[src/rtl/shift_unit_seq.sv]
// shift_unit_seq: iterative one-bit-per-clock shifter/rotator feeding the ALUOut mux SHIFTER input.
// A start in IDLE latches the operand and amount; DONE pulses once the requested number of single-bit steps has run.
module shift_unit_seq #(
    parameter int WIDTH   = 32,
    parameter int SHAMT_W = 5
) (
    input  logic               clk,
    input  logic               reset,
    input  logic               start,
    input  logic [2:0]         shift_op,
    input  logic [SHAMT_W-1:0] shamt,
    input  logic [WIDTH-1:0]   data_in,
    output logic               busy,
    output logic               done,
    output logic [WIDTH-1:0]   data_out
);
    typedef enum logic [1:0] {IDLE, SHIFT, DONE} state_t;
    state_t             state_q, state_d;
    logic [WIDTH-1:0]   data_q, data_d, step;
    logic [2:0]         op_q, op_d;
    logic [SHAMT_W-1:0] cnt_q, cnt_d;
    logic               accept, fill;
    assign accept   = (state_q == IDLE) && start;
    assign data_out = data_q;
    always_ff @(posedge clk or posedge reset) begin
        if (reset) state_q <= IDLE;
        else       state_q <= state_d;
    end
    // Zero amount and reserved ops skip SHIFT so the operand passes through untouched.
    always_comb begin
        state_d = state_q;
        if (state_q == IDLE)
            state_d = !start ? IDLE : (shamt == '0 || shift_op > 3'd4) ? DONE : SHIFT;
        else if (state_q == SHIFT)
            state_d = (cnt_q == SHAMT_W'(1)) ? DONE : SHIFT;
        else
            state_d = IDLE;
    end
    always_comb begin
        busy = (state_q == SHIFT);
        done = (state_q == DONE);
    end
    always_comb begin
        fill = (op_q == 3'd2) ? data_q[WIDTH-1] : (op_q == 3'd3) ? data_q[0] : 1'b0;
        step = (op_q == 3'd0) ? {data_q[WIDTH-2:0], 1'b0} :
               (op_q == 3'd4) ? {data_q[WIDTH-2:0], data_q[WIDTH-1]} :
                                {fill, data_q[WIDTH-1:1]};
        data_d = accept ? data_in : busy ? step : data_q;
        op_d   = accept ? shift_op : op_q;
        cnt_d  = accept ? shamt : busy ? cnt_q - SHAMT_W'(1) : cnt_q;
    end
    always_ff @(posedge clk or posedge reset) begin
        if (reset) begin
            data_q <= '0;
            op_q   <= '0;
            cnt_q  <= '0;
        end else begin
            data_q <= data_d;
            op_q   <= op_d;
            cnt_q  <= cnt_d;
        end
    end
endmodule
[config.mk]
export PLATFORM = sky130hd
export DESIGN_NAME = shift_unit_seq
export DESIGN_NICKNAME = d
export VERILOG_FILES = /design/src/rtl/shift_unit_seq.sv
export SDC_FILE = /design/constraint.sdc
export NUM_CORES = 1
export LEC_CHECK = 0
export BUFFER_PORTS_ARGS = -buffer_cell sky130_fd_sc_hd__buf_2
export CAP_MARGIN = 20
export CORE_AREA = 2 2 75 70
export DETAILED_ROUTE_END_ITERATION = 16
export DIE_AREA = 0 0 77 72
export GPL_TIMING_DRIVEN = 0
export PLACE_DENSITY = 0.89
export SYNTH_ARGS = -nofsm -noshare
export SYNTH_HDL_FRONTEND = slang
export SYNTH_SLANG_ARGS = --single-unit
[constraint.sdc]
create_clock -name clk -period 1.6 [get_ports clk]
set_input_delay 0.08 -clock clk [delete_from_list [all_inputs] [get_ports clk]]
set_output_delay 0.08 -clock clk [all_outputs]
set_load 0.05 [all_outputs]
==> run_results.csv <==
group,metric,value,unit
placement,dp_hpwl,4080,µm
critical_path,critPathMaxStageDelay,0.38,ns
floorplanning,start_util,49.0,%
status,status,"finished clean",
grt,track_usage,20.7,%
routing,detail-route-antenna-nets,0,
floorplanning,die_height,72,µm
routing,drt-total-wl,5770,µm
placement,pre_cts_ws,0.0748,ns
grt,use_met2,33.4,%
finish,final_cell_mix,"buf_2, dfrtp_1, a21oi_1, mux2i_1, o22ai_1",
critical_path,crit_type,"reg2reg",
synthesis,yosysTopAreaCellShare,45.2,%
finish,fillers,430,
finish,area_delta_synth_final,25.9,%
critical_path,cp_cell_sequence,"buf_4 > o21ba_2 > buf_2 > buf_4 > o22ai_1 > a21oi_1",
sta,rsz0062_at_grt,"no",
clocking,htreeDepth,2,
placement,io_buffer_count,76,
routing,via_per_inst,5.70,
grt,grt_start_max_net_pins,43,
pwr,power_density,2480,nW/µm²
grt,antenna_found_initial,0,
grt,top_usage_layer,"met2",
synthesis,synth_edf_count,0,
synthesis,ys_seq_area_share,45.2,%
clocking,cts_buffers,5,
grt,grt_pass1_vias,1855,
floorplanning,rows,24,
pwr,p_clk_share,8.9,%
placement,place_congestion,0.883,
floorplanning,core_area,4740,µm²
sta,slew_headroom,42.5,%
critical_path,cp_num_buf_inv,3,
clocking,numClockSinks,42,
floorplanning,die_w,77,µm
sta,setup-violations-final,0,
sta,finClkSkew,0.00651,ns
finish,drive_gt1_share,39.3,%
sta,slew_violations,0,
synthesis,netlist_area,2330,µm²
finish,layout_commonest_cell,"buf_2",
clocking,cts.clk_slew.worst_paths,0.08,ns
clocking,cts_buffer_depth,2,
synthesis,synthTopCellsByArea,"dfrtp_1, mux2i_1, a21oi_1",
critical_path,crit_arrival,1.69,ns
critical_path,crit_top_cell,"buf_4",
pwr,intPower,3480,µW
grt,grtUsageMet3,4.73,%
critical_path,cp_top_family,"buffers and inverters",
finish,final_util,61.7,%
sta,setup_ws,0.0662,ns
pwr,power.net_switching,3790,µW
critical_path,worstPathMaxFanout,10,
sta,worst_pin_slew,0.862,ns
sta,min_period,1.53,ns
pwr,combPwrFrac,61.5,%
floorplanning,io_pins,77,
synthesis,synthCells,215,
grt,grt_pass1_wl,8970,µm
sta,fin_tns_setup,0,ns
clocking,cts_root_buf,"clkbuf_8",
critical_path,r2r_cells,6,
run,cap_violations,0,
sta,holdWs,0.0184,ns
grt,grt_use_met1,27.5,%
synthesis,async_reset_ff_share,100,%
synthesis,synth-seq-cells,42,
critical_path,worst-path-stages,6,
pwr,p_sw_share,52.2,%
synthesis,ys_warn_count,0,
routing,drc,0,
finish,nNetsFinal,348,
floorplanning,die-area,5540,µm²
grt,grt_overflow,0,
clocking,cts_tree,"yes",
routing,vias,2097,
sta,hold_viol,0,
pwr,leakage,0.00131,µW
critical_path,end_kind,"flop",
critical_path,crit_slowest_cell,"dfrtp_1",
pwr,peakVddDrop,1.25,mV
routing,wl_per_cell,15.7,µm
routing,initialDrtViolationCount,109,
sta,period_share,95.9,%
synthesis,synth_flop_cell,"dfrtp_1",
synthesis,synth.avg_cell_area,10.8,µm²
critical_path,cp.required,1.75,ns
clocking,clkLatencyLatePin,0.30,ns
pwr,power_frac_seq,29.6,%
synthesis,synth.distinct_cells,37,
hold_path,hold-path-cell-count,3,
routing,drt-pass1-iter-count,4,
synthesis,syn_nets,260,
finish,antenna_cells,0,
hold_path,hold_path.class,"in2reg",
sta,fmax,652,MHz
critical_path,start_kind,"flop",
synthesis,yosys.area.top_type,"dfrtp_1",
synth_stat cells, types with 4 or more instances:
cell,instances
a21oi_1,34
o22ai_2,10
nand2_1,7
buf_6,5
inv_1,5
buf_4,5
o21ai_0,4
buf_2,5
nand2b_1,4
mux2i_1,32
nor2_1,4
o22ai_1,24
dfrtp_1,42
nor2b_1,4
power groups by stage:
| stage | combinational (µW) | clock, µW | sequential, µW |
|---|---|---|---|
| finish | 4480 | 646 | 2150 |
| global route | 4770 | 699 | 2230 |
| CTS | 4430 | 662 | 2140 |
| detailed placement | 4370 | 0 | 2170 |
| global placement | 4270 | 0 | 2140 |
| floorplan | 2180 | 0 | 3340 |
logic make-up after synthesis:
| logic type | share of synthesized area (%) |
|---|---|
| adders and majority gates | 1.08 |
| and+or+nand+nor | 8.18 |
| DFF | 45.2 |
| buffers and inverters | 6.56 |
| AOI/OAI and AO/OA | 24.7 |
| muxes | 14.3 |
layout make-up:
type	instances	area, µm²	share of cell area [%]
buffer	18	144	4.91
clock buffer	7	76.3	2.61
inverter	5	18.8	0.641
multi-input combinational	150	1120	38.3
sequential	42	1050	35.9
tap	65	81.3	2.78
timing repair buffer	81	434	14.8
worst reg2reg max path: stages (launching register included):
cell and delay [ns]:
dfrtp_1 0.38, buf_4 0.17, o21ba_2 0.19, buf_2 0.17, buf_4 0.20, o22ai_1 0.21
a21oi_1 0.07
state kept, by name, summed over array words and instances, names as in the netlist:
register,cells
data_out,32
cnt_q,5
op_q,3
state_q,2
what timing repair did:
| item | CTS | global route |
|---|---|---|
| hold buffers | 3 | 0 |
| hold endpoints to repair | 44 | 0 |
| setup endpoints to repair | 2 | 4 |
| gates resized for setup | 5 | 4 |
| setup buffers | 0 | 2 |
| gates cloned | 0 | 0 |
per-layer routing:
layer	wire [µm]	part of all wire, %	vias up
met1	2550	44	1024
met2	2810	49	66
met3	315	5.5	10
met5	0	0	-
li1	-	-	997
met4	97	1.7	0
path summary, 6_finish.rpt:
check | end | startpoint | slack, ns
min in group asynchronous | data_out[18]$_DFFE_PP0P_ | reset | 0.52
min reg2reg | op_q[2]$_DFFE_PP0N_ | op_q[2]$_DFFE_PP0N_ | 0.57
max in group asynchronous | state_q[1]$_DFF_PP0_ | reset | 0.50
max | data_out[10]$_DFFE_PP0P_ | state_q[0]$_DFF_PP0_ | 0.07
max reg2reg | data_out[10]$_DFFE_PP0P_ | state_q[0]$_DFF_PP0_ | 0.07
min | op_q[1]$_DFFE_PP0N_ | shift_op[1] | 0.02
stage by stage:
stage	instance area, µm²	std cells	power [µW]
after floorplan	2330	215	5530
after global placement	2790	356	6410
after detailed placement	2790	356	6540
after CTS	2910	366	7230
after global routing	2930	368	7690
final	2930	368	7270
Power figures use the tool's default switching activity.
